--- src/rtl/parity_rx.sv ---
// parity_rx: serial frame receiver (start, DATA_W bits LSB first, parity, stop).
// Ports:
//   clk, rst_n  - clock and async active-low reset
//   sin         - serial bit, sampled when sin_valid = 1
//   sin_valid   - bit strobe
//   data        - last received word
//   data_valid  - one-cycle pulse per completed frame
//   parity_err  - parity mismatch for the frame marked by data_valid
//   frame_err   - bad stop bit for the frame marked by data_valid
//   busy        - receiver is inside a frame
module parity_rx #(
    parameter int DATA_W = 8,
    parameter bit ODD    = 1'b0
) (
    input  logic              clk,
    input  logic              rst_n,
    input  logic              sin,
    input  logic              sin_valid,
    output logic [DATA_W-1:0] data,
    output logic              data_valid,
    output logic              parity_err,
    output logic              frame_err,
    output logic              busy
);

    localparam int CW = (DATA_W > 1) ? $clog2(DATA_W) : 1;
    localparam logic [CW-1:0] LAST = CW'(DATA_W - 1);

    typedef enum logic [1:0] {
        IDLE,
        DATA,
        PAR,
        STOP
    } state_t;

    state_t            state;
    state_t            state_n;
    logic [CW-1:0]     count;
    logic [DATA_W-1:0] shreg;
    logic              par_run;
    logic              par_pend;

    always_ff @(posedge clk or negedge rst_n) begin
        if (!rst_n) begin
            state <= IDLE;
        end else begin
            state <= state_n;
        end
    end

    always_comb begin
        state_n = state;
        busy    = (state != IDLE);
        if (sin_valid) begin
            unique case (state)
                IDLE: if (!sin) state_n = DATA;
                DATA: if (count == LAST) state_n = PAR;
                PAR:  state_n = STOP;
                STOP: state_n = IDLE;
                default: state_n = IDLE;
            endcase
        end
    end

    // Result registers load on the STOP strobe itself, so a start bit
    // in the following cycle (while data_valid is high) is taken normally.
    always_ff @(posedge clk or negedge rst_n) begin
        if (!rst_n) begin
            count      <= '0;
            shreg      <= '0;
            par_run    <= 1'b0;
            par_pend   <= 1'b0;
            data       <= '0;
            data_valid <= 1'b0;
            parity_err <= 1'b0;
            frame_err  <= 1'b0;
        end else begin
            data_valid <= 1'b0;
            if (sin_valid) begin
                unique case (state)
                    IDLE: begin
                        if (!sin) begin
                            count   <= '0;
                            par_run <= ODD;
                        end
                    end
                    DATA: begin
                        shreg[count] <= sin;
                        par_run      <= par_run ^ sin;
                        count        <= count + 1'b1;
                    end
                    PAR: begin
                        par_pend <= par_run ^ sin;
                    end
                    STOP: begin
                        data       <= shreg;
                        parity_err <= par_pend;
                        frame_err  <= ~sin;
                        data_valid <= 1'b1;
                    end
                    default: ;
                endcase
            end
        end
    end

endmodule

--- config.mk ---
export PLATFORM = sky130hd
export DESIGN_NAME = parity_rx
export DESIGN_NICKNAME = d
export VERILOG_FILES = /design/src/rtl/parity_rx.sv
export SDC_FILE = /design/constraint.sdc
export NUM_CORES = 1
export LEC_CHECK = 0
export BUFFER_PORTS_ARGS = -buffer_cell sky130_fd_sc_hd__buf_2
export CAP_MARGIN = 20
export CORE_ASPECT_RATIO = 1.2
export CORE_MARGIN = 5
export CORE_UTILIZATION = 55
export DETAILED_ROUTE_END_ITERATION = 10
export PLACE_DENSITY = 0.77
export SYNTH_ARGS = -nofsm -noshare
export SYNTH_HDL_FRONTEND = slang
export SYNTH_SLANG_ARGS = --single-unit
--- constraint.sdc ---
create_clock -name clk -period 2.1 [get_ports clk]
set_clock_uncertainty 0.05 [all_clocks]
set_input_delay 0 -clock clk [delete_from_list [all_inputs] [get_ports clk]]
set_output_delay 0 -clock clk [all_outputs]
set_load 0.01 [all_outputs]
* Word level (Yosys, flattened, before mapping)
Index checks and enable logic that the tools add are counted.
** Storage, ports and cells
- Register bits after elaboration :: 26
- Word-level logic and storage cells :: 41
- Output and inout bits :: 12
** Cells by class
- Bitwise operators :: 2
- Eq/ne operators :: 6
- Add/subtract/negate cells :: 1
- Reductions and logical operators :: 9
- Order comparisons :: 2
- Mux-type cells :: 12
** Operator list (number)
- 8-bit bitwise mux :: 1
- 2-bit one-hot mux with 4 select lines :: 1
- 3-bit one-hot mux with 2 select lines :: 1
- 2-bit AND reduction :: 3
- 3-bit AND reduction :: 2
- 2-bit equality test, second input constant :: 2
- 3-bit by 4-bit < comparator with 1-bit output, second input constant :: 1
- 1-bit 2-to-1 mux :: 4
- 2-bit 2-to-1 mux :: 2
- 2-bit inequality test, second input constant :: 2
- 2-bit nonzero test :: 2
- 3-bit by 1-bit adder with 3-bit output, second input constant :: 1
- 1-bit demux with 3-bit select :: 1
- 3-bit equality test, second input constant :: 1
- 3-bit by 1-bit >= comparator with 1-bit output, second input constant :: 1
- 3-bit 2-to-1 mux :: 1
- 2-bit by 1-bit equality test with 1-bit output, second input constant :: 1
- 2-bit zero test :: 1
- 1-bit one-hot mux with 2 select lines :: 1
- 1-bit logical AND :: 1
- 1-bit NOT :: 1
- 1-bit XOR :: 1

* Logic depth before layout (Yosys ltp)
Gate-level depths: netlist of the first run.
- Depth after elaboration :: 5
- Mapped depth :: 5
- Depth with buffers taken out :: 5

* Worst setup path after synthesis of the first run
OpenSTA, ideal clock, no wires.
- Kind :: register to register
- Start point :: reg state[1]
- End point :: reg shreg[0]
- Setup time :: 0.125 ns
- Cell stages (with the launch flop) :: 6
- Period minus slack after synthesis :: 1.494 ns
- Buffers on the path :: 0
- Slack :: 0.606 ns
- Required time :: 1.925 ns
- Arrival time :: 1.319 ns
- Cell sequence :: dfrtp_1 -> inv_1 -> ha_1 -> nand3b_1 -> nor3_1 -> mux2_2
** Between the ends
- Word-level cells in the longest chain between the ends :: 2
** Ends and longest elaborated chain
- from (decl) :: line 36 : state_t state;
- from (signal assigned) :: line 47 : state <= state_n;
- 2-bit by 1-bit equality test with 1-bit output :: line 80 : unique case (state)
- 2-bit AND reduction (no line)
- to (signal, indexed assignment) :: line 88 : shreg[count] <= sin;
- to (decl) :: line 39 : logic [DATA_W-1:0] shreg;
Every way passes these cells.
A chain may end at the register's enable or synchronous reset.

* Final worst setup path of the first run
Ends and elaborated chain as after synthesis.

==> results of run 1 <==
[power groups by stage]
stage	combinational (mW)	clock (mW)	sequential (mW)
final	0.666	0.243	0.837
after CTS	0.679	0.255	0.840
after floorplan	0.450	0	0.868
after global routing	0.755	0.268	0.871
after global placement	0.647	0	0.838
after detailed placement	0.674	0	0.852
[worst paths after layout]
kind,startpoint,slack (ps),end
worst max-delay path,state[1],430,shreg[0]
worst max register to register,state[1],430,shreg[0]
worst min register to register,frame_err,460,frame_err
worst min-delay path,sin,30,frame_err
max in group asynchronous,rst_n,1480,state[0]
min in group asynchronous,rst_n,150,shreg[5]
[flip-flops by register name, summed over array words and instances, names as in the netlist]
name,flops
parity_err,1
data_valid,1
par_run,1
shreg,8
par_pend,1
count,3
frame_err,1
state,2
data,8
[cell type report]
cell class | count | share of cell area
repair buffers | 17 | 0.0712
clock buffers | 4 | 0.0272
inverters | 5 | 0.0141
well taps | 30 | 0.0281
flip-flops and latches | 26 | 0.487
multi-input cells | 58 | 0.372
[synth_stat cells]
| library cell | n |
|---|---|
| dfrtp_1 | 26 |
| mux2_2 | 18 |
| nor2_1 | 7 |
| ha_1 | 6 |
| inv_1 | 5 |
| a21oi_1 | 3 |
| nor3_1 | 3 |
| a22o_1 | 2 |
| buf_2 | 2 |
| nand2_1 | 2 |
| nand2b_1 | 2 |
| nand3b_1 | 2 |
| a21boi_4 | 1 |
| a31oi_1 | 1 |
| and2_1 | 1 |
| and4_1 | 1 |
| buf_6 | 1 |
| mux2_4 | 1 |
| mux2i_1 | 1 |
| nand2_2 | 1 |
| nand3_1 | 1 |
| nor2b_1 | 1 |
| o21ai_0 | 1 |
| o21ai_1 | 1 |
| o21ai_2 | 1 |
| xnor2_1 | 1 |
[per-layer routing]
metal / wire length [um] / up-vias
met2: 940 / 15
met3: 68 / 4
met5: 0 / -
met4: 34 / 0
met1: 788 / 360
li1: - / 355
[cells by family after synthesis]
logic type | synth area share
DFF | 0.548
xor gates and xnor gates | 0.00738
AOI/OAI and AO/OA | 0.0643
adders and majority gates | 0.0632
buffers and inverters | 0.0337
muxes | 0.192
and+or+nand+nor | 0.0917
[cells in the final DEF, fill, tap and decap left out]
cell type,synthesis,final
nand3b_1,2,2
o21ai_2,1,1
mux2_4,1,1
nor3_1,3,3
mux2i_1,1,1
o21ai_0,1,1
nand2_1,2,2
nand2_2,1,1
ha_1,6,6
inv_1,5,5
o21ai_1,1,1
clkbuf_4,0,3
dfrtp_1,26,26
a21boi_4,1,1
a21oi_1,3,3
and2_1,1,1
nor2_1,7,7
and4_1,1,1
clkbuf_8,0,1
xnor2_1,1,1
a22o_1,2,2
dlygate4sd3_1,0,2
mux2_2,18,18
a31oi_1,1,1
nor2b_1,1,1
nand3_1,1,1
nand2b_1,2,2
buf_2,2,15
[metrics by stage]
step           instances  hold slack [ps]  power, mW  cell area, um^2  worst slack, ps
4_1_cts              140             21.3       1.77             1340              417
2_1_floorplan         92             -346       1.32             1190              606
3_5_place_dp         134            -21.8       1.53             1280              429
6_report             140             32.0       1.75             1340              429
5_1_grt              140             78.9       1.89             1340              278
3_3_place_gp         134            -26.7       1.49             1280              514
==> impl_metrics.py, run 1 <==
metrics = {
    "worst_setup_path": {
        "worst_path_max_delay_cell": "dfrtp_1",
        "reg2reg_depth": 5,
        "cp.arrival_ps": 1840,
        "crit_buf_inv": 1,
        "cp-start-kind": "flip-flop",
        "path_class": "flip-flop to flip-flop",
        "cp_top_family": "flip-flops",
        "cpPeakStageDelay_ps": 440,
        "critical_path_depth": 5,
        "crit_fanout": 7,
        "path_cells": "inv_1, ha_1, nand3b_1, nor3_1, mux2_2",
        "crit_path_end_kind": "flip-flop",
        "cp.required_ps": 2270,
    },
    "clock_network": {
        "cts_resized": 0,
        "clkTransAtPathRegs_ps": 130,
        "cts_setup_buffers": 0,
        "hold_buffers": 2,
        "cts-root-buf": "clkbuf_4",
        "clockBufferDepth": 2,
        "cts_made_buffers": 3,
        "tritoncts": "built",
        "cts_sinks": 26,
        "htreeDepth": 1,
        "clk_latency_ps": 310,
    },
    "floorplan": {
        "dieArea_um2": 3190,
        "start_util": 0.573,
        "die_y_um": 60.9,
        "fp.coreArea_um2": 2070,
        "io_pins": 16,
        "die_x_um": 52.4,
        "row_count": 18,
    },
    "detailed_routing": {
        "vias": 734,
        "viasPerCell": 5.24,
        "ant_nets": 0,
        "drt_iter0_markers": 18,
        "drc": 0,
        "routed_wl_um": 1830,
        "dr.pass1.iters": 4,
        "wl_per_cell_um": 13.1,
    },
    "layout": {
        "drive_gt1_frac": 0.373,
        "fillers": 178,
        "multi_input_area_um2": 497,
        "regArea_um2": 651,
        "fin_nets": 121,
        "area_delta_synth_final_pct": 12.4,
        "fin_util": 0.644,
        "diodes": 0,
    },
    "timing": {
        "rsz0062_at_grt": "false",
        "final_max_slew_viol_count": 0,
        "slew_headroom": 0.628,
        "finalCriticalPeriod_ps": 1670,
        "period_share": 0.796,
        "finalHoldViolations": 0,
        "finalSetupViolCount": 0,
        "timing.setup.tns_ps": 0,
        "clock.fmax_mhz": 598,
        "worst_pin_slew_ps": 558,
    },
    "synth": {
        "synth_area_um2": 1190,
        "ys_top_cells_by_area": "dfrtp_1 (55%), mux2_2 (17%), ha_1 (6.3%)",
        "yosysWarningCount": 0,
        "syn_avg_cell_area_um2": 12.9,
        "synthesis.nets": 102,
        "ys_seq_area_frac": 0.548,
        "netlist.area_leader.share": 0.548,
        "synthDistinctLibCells": 26,
        "synth_cells": 92,
        "synth-seq-cells": 26,
        "synth_largest_area_cell": "dfrtp_1",
    },
    "grt": {
        "grt_pass1_wl_um": 3420,
        "use_met3": 0.0246,
        "grtUsageMet1": 0.172,
        "antenna_found_initial": 0,
        "grt_max_degree": 27,
        "grt_pass1_vias": 798,
        "top_usage_layer": "met2",
        "grt_overflow": 0,
        "met2_usage": 0.252,
        "track_usage": 0.146,
    },
    "place": {
        "portBuffers": 15,
        "hpwl_um": 1330,
        "gp_congestion": 0.726,
    },
    "worst_hold_path": {
        "min_path_cells": 2,
        "min_path_type": "primary input to flip-flop",
    },
    "power": {
        "pwr-share-clk": 0.139,
        "p_per_area_nw_per_um2": 1310,
        "vdd_drop_max_mv": 0.785,
        "switching_share": 0.334,
        "p_int_mw": 1.16,
        "p_leak_nw": 0.665,
        "seq_power_share": 0.479,
        "switchingPower_uw": 582,
        "combPwrFrac": 0.382,
    },
    "run_status": {
        "run_status": "finished clean",
    },
    "flow_run": {
        "max-cap-violations": 0,
    },
}
(Power assumes the default switching activity.)
==> run 2, diff against run 1 <==
Settings changed: CORE_UTILIZATION 55 to 50, PLACE_DENSITY 0.77 to 0.74.
Clock period 2.1 ns to 1.3 ns, I/O delays scaled along.
==> run 2 against run 1 <==
Clock-buffer cell count stayed put. Wire length is 22% higher. Sequential share of layout area is 8.9 points lower. Critical path type unchanged. Clock power is 72% higher. Critical endpoint is now shreg[1]. The flow now finishes with violations (negative setup slack).
==> impl_metrics.py, run 2 (synthesis gave the netlist of run 1 again) <==
metrics = {
    "run_status": {
        "run_status": "complete, but fails checks",
        "violations": "negative setup slack",
    },
    "place": {
        "place_inst": 145,
        "hpwl_um": 1420,
        "portBuffers": 15,
        "gp_congestion": 0.830,
        "dpl_worst_slack_ps": -198,
    },
    "worst_hold_path": {
        "min_path_cells": 2,
        "min_path_type": "primary input to flip-flop",
    },
    "timing": {
        "whs_ps": 27.0,
        "finalWorstSetupSlack_ps": -194,
        "final_max_slew_viol_count": 0,
        "slew_headroom": 0.631,
        "finalCriticalPeriod_ps": 1490,
        "period_share": 1.15,
        "finalSetupViolCount": 25,
        "finalHoldViolations": 0,
        "worst_pin_slew_ps": 553,
        "rsz0062_at_grt": "true",
        "timing.setup.tns_ps": -3750,
        "clock.fmax_mhz": 669,
    },
    "layout": {
        "final_common_cell": "dfrtp_1",
        "fin_nets": 137,
        "drive_gt1_frac": 0.635,
        "top_regs": "data x8, shreg x8, count x3",
        "diodes": 0,
        "fillers": 165,
        "instances_no_fill": 157,
        "layout_common_cells": "dfrtp_1 (24), buf_2 (15), buf_4 (11)",
        "area_delta_synth_final_pct": 38.3,
    },
    "clock_network": {
        "clockBufferDepth": 2,
        "cts_made_buffers": 3,
        "clkTransAtPathRegs_ps": 140,
        "htreeDepth": 1,
        "cts_sinks": 26,
        "clk_latency_ps": 330,
        "tritoncts": "built",
        "cts-root-buf": "clkbuf_4",
    },
    "grt": {
        "track_usage": 0.138,
        "grt_pass1_vias": 816,
        "grt_pass1_wl_um": 3520,
        "grt_max_degree": 27,
        "grt_overflow": 0,
        "antenna_found_initial": 0,
    },
    "power": {
        "vdd_drop_max_mv": 1.42,
        "combPwrFrac": 0.504,
        "pwr-share-clk": 0.117,
        "power_mw": 3.59,
        "p_per_area_nw_per_um2": 2190,
        "switchingPower_mw": 1.23,
        "seq_power_share": 0.380,
        "p_leak_nw": 0.779,
        "switching_share": 0.343,
        "p_int_mw": 2.36,
    },
    "detailed_routing": {
        "drc": 0,
        "vias": 793,
        "wl_per_cell_um": 14.2,
        "dr.pass1.iters": 3,
        "ant_nets": 0,
        "drt_iter0_markers": 6,
        "routed_wl_um": 2230,
        "viasPerCell": 5.05,
    },
    "floorplan": {
        "fp.coreArea_um2": 2280,
        "start_util": 0.520,
        "io_pins": 16,
        "die_y_um": 63.4,
        "dieArea_um2": 3450,
        "row_count": 19,
        "die_x_um": 54.5,
    },
    "worst_setup_path": {
        "cp.required_ps": 1490,
        "crit_fanout": 4,
        "cp.arrival_ps": 1680,
        "path_class": "flip-flop to flip-flop",
        "cp-start-kind": "flip-flop",
        "crit_path_end_kind": "flip-flop",
        "reg2reg_depth": 6,
    },
    "flow_run": {
        "max-cap-violations": 0,
    },
}
run 2: cell count changes in the layout (fill, tap and decap cells not counted), moves of 4 or more:
cell	change
buf_4	+11
buf_6	+4
ha_1	-6
ha_4	+4
mux2_2	-8
mux2_4	+8
nor2_1	-4
run 2: area by class of cell:
| cell class | count | area [um^2] | area share |
|---|---|---|---|
| flip-flops and latches | 26 | 653 | 0.398 |
| inverters | 5 | 18.8 | 0.0114 |
| clock buffers | 4 | 36.3 | 0.0221 |
| multi-input cells | 58 | 662 | 0.403 |
| repair buffers | 33 | 233 | 0.142 |
| well taps | 31 | 38.8 | 0.0236 |
run 2: metrics by stage:
step / util / cell area [um^2]
2_1_floorplan: - / 1220
6_report: 0.719 / 1640
5_1_grt: 0.719 / 1640
3_3_place_gp: 0.604 / 1380
4_1_cts: 0.676 / 1540
3_5_place_dp: 0.604 / 1380
run 2: worst paths after layout:
check                           startpoint   endpoint  slack, ps
min in group asynchronous            rst_n   shreg[4]        110
worst max-delay path              state[1]   shreg[1]       -190
worst min register to register   frame_err  frame_err        440
worst min-delay path                   sin  frame_err         30
worst max register to register    state[1]   shreg[1]       -190
max in group asynchronous            rst_n   state[0]        690
run 2: what timing repair did:
item / 4_1_cts / 5_1_grt
gates resized for setup: 19 / 21
pin swaps: 9 / 7
buffers inserted: 3 / 2
hold endpoints to repair: 27 / 0
setup endpoints to repair: 25 / 26
hold buffers: 3 / 0
run 2: power by group through the flow:
stage / combinational, mW / clock [mW] / sequential [mW]
after floorplan: 0.785 / 0 / 1.41
after global placement: 1.30 / 0 / 1.34
after detailed placement: 1.36 / 0 / 1.36
after CTS: 1.58 / 0.420 / 1.35
after global routing: 1.99 / 0.446 / 1.41
final: 1.81 / 0.419 / 1.36
run 2: critical path, stage by stage (launching register included):
cell,delay [ps]
dfrtp_1,410
inv_2,90
ha_4,150
buf_4,120
nand3_4,110
nor3_2,160
mux2_4,320
run 2: layer usage:
metal,global-route usage,part of all wire,vias to the layer above
met2,0.226,0.50,14
met1,0.175,0.44,392
met5,0,0,-
met4,0.0561,0.017,0
met3,0.0212,0.037,3
li1,-,-,384
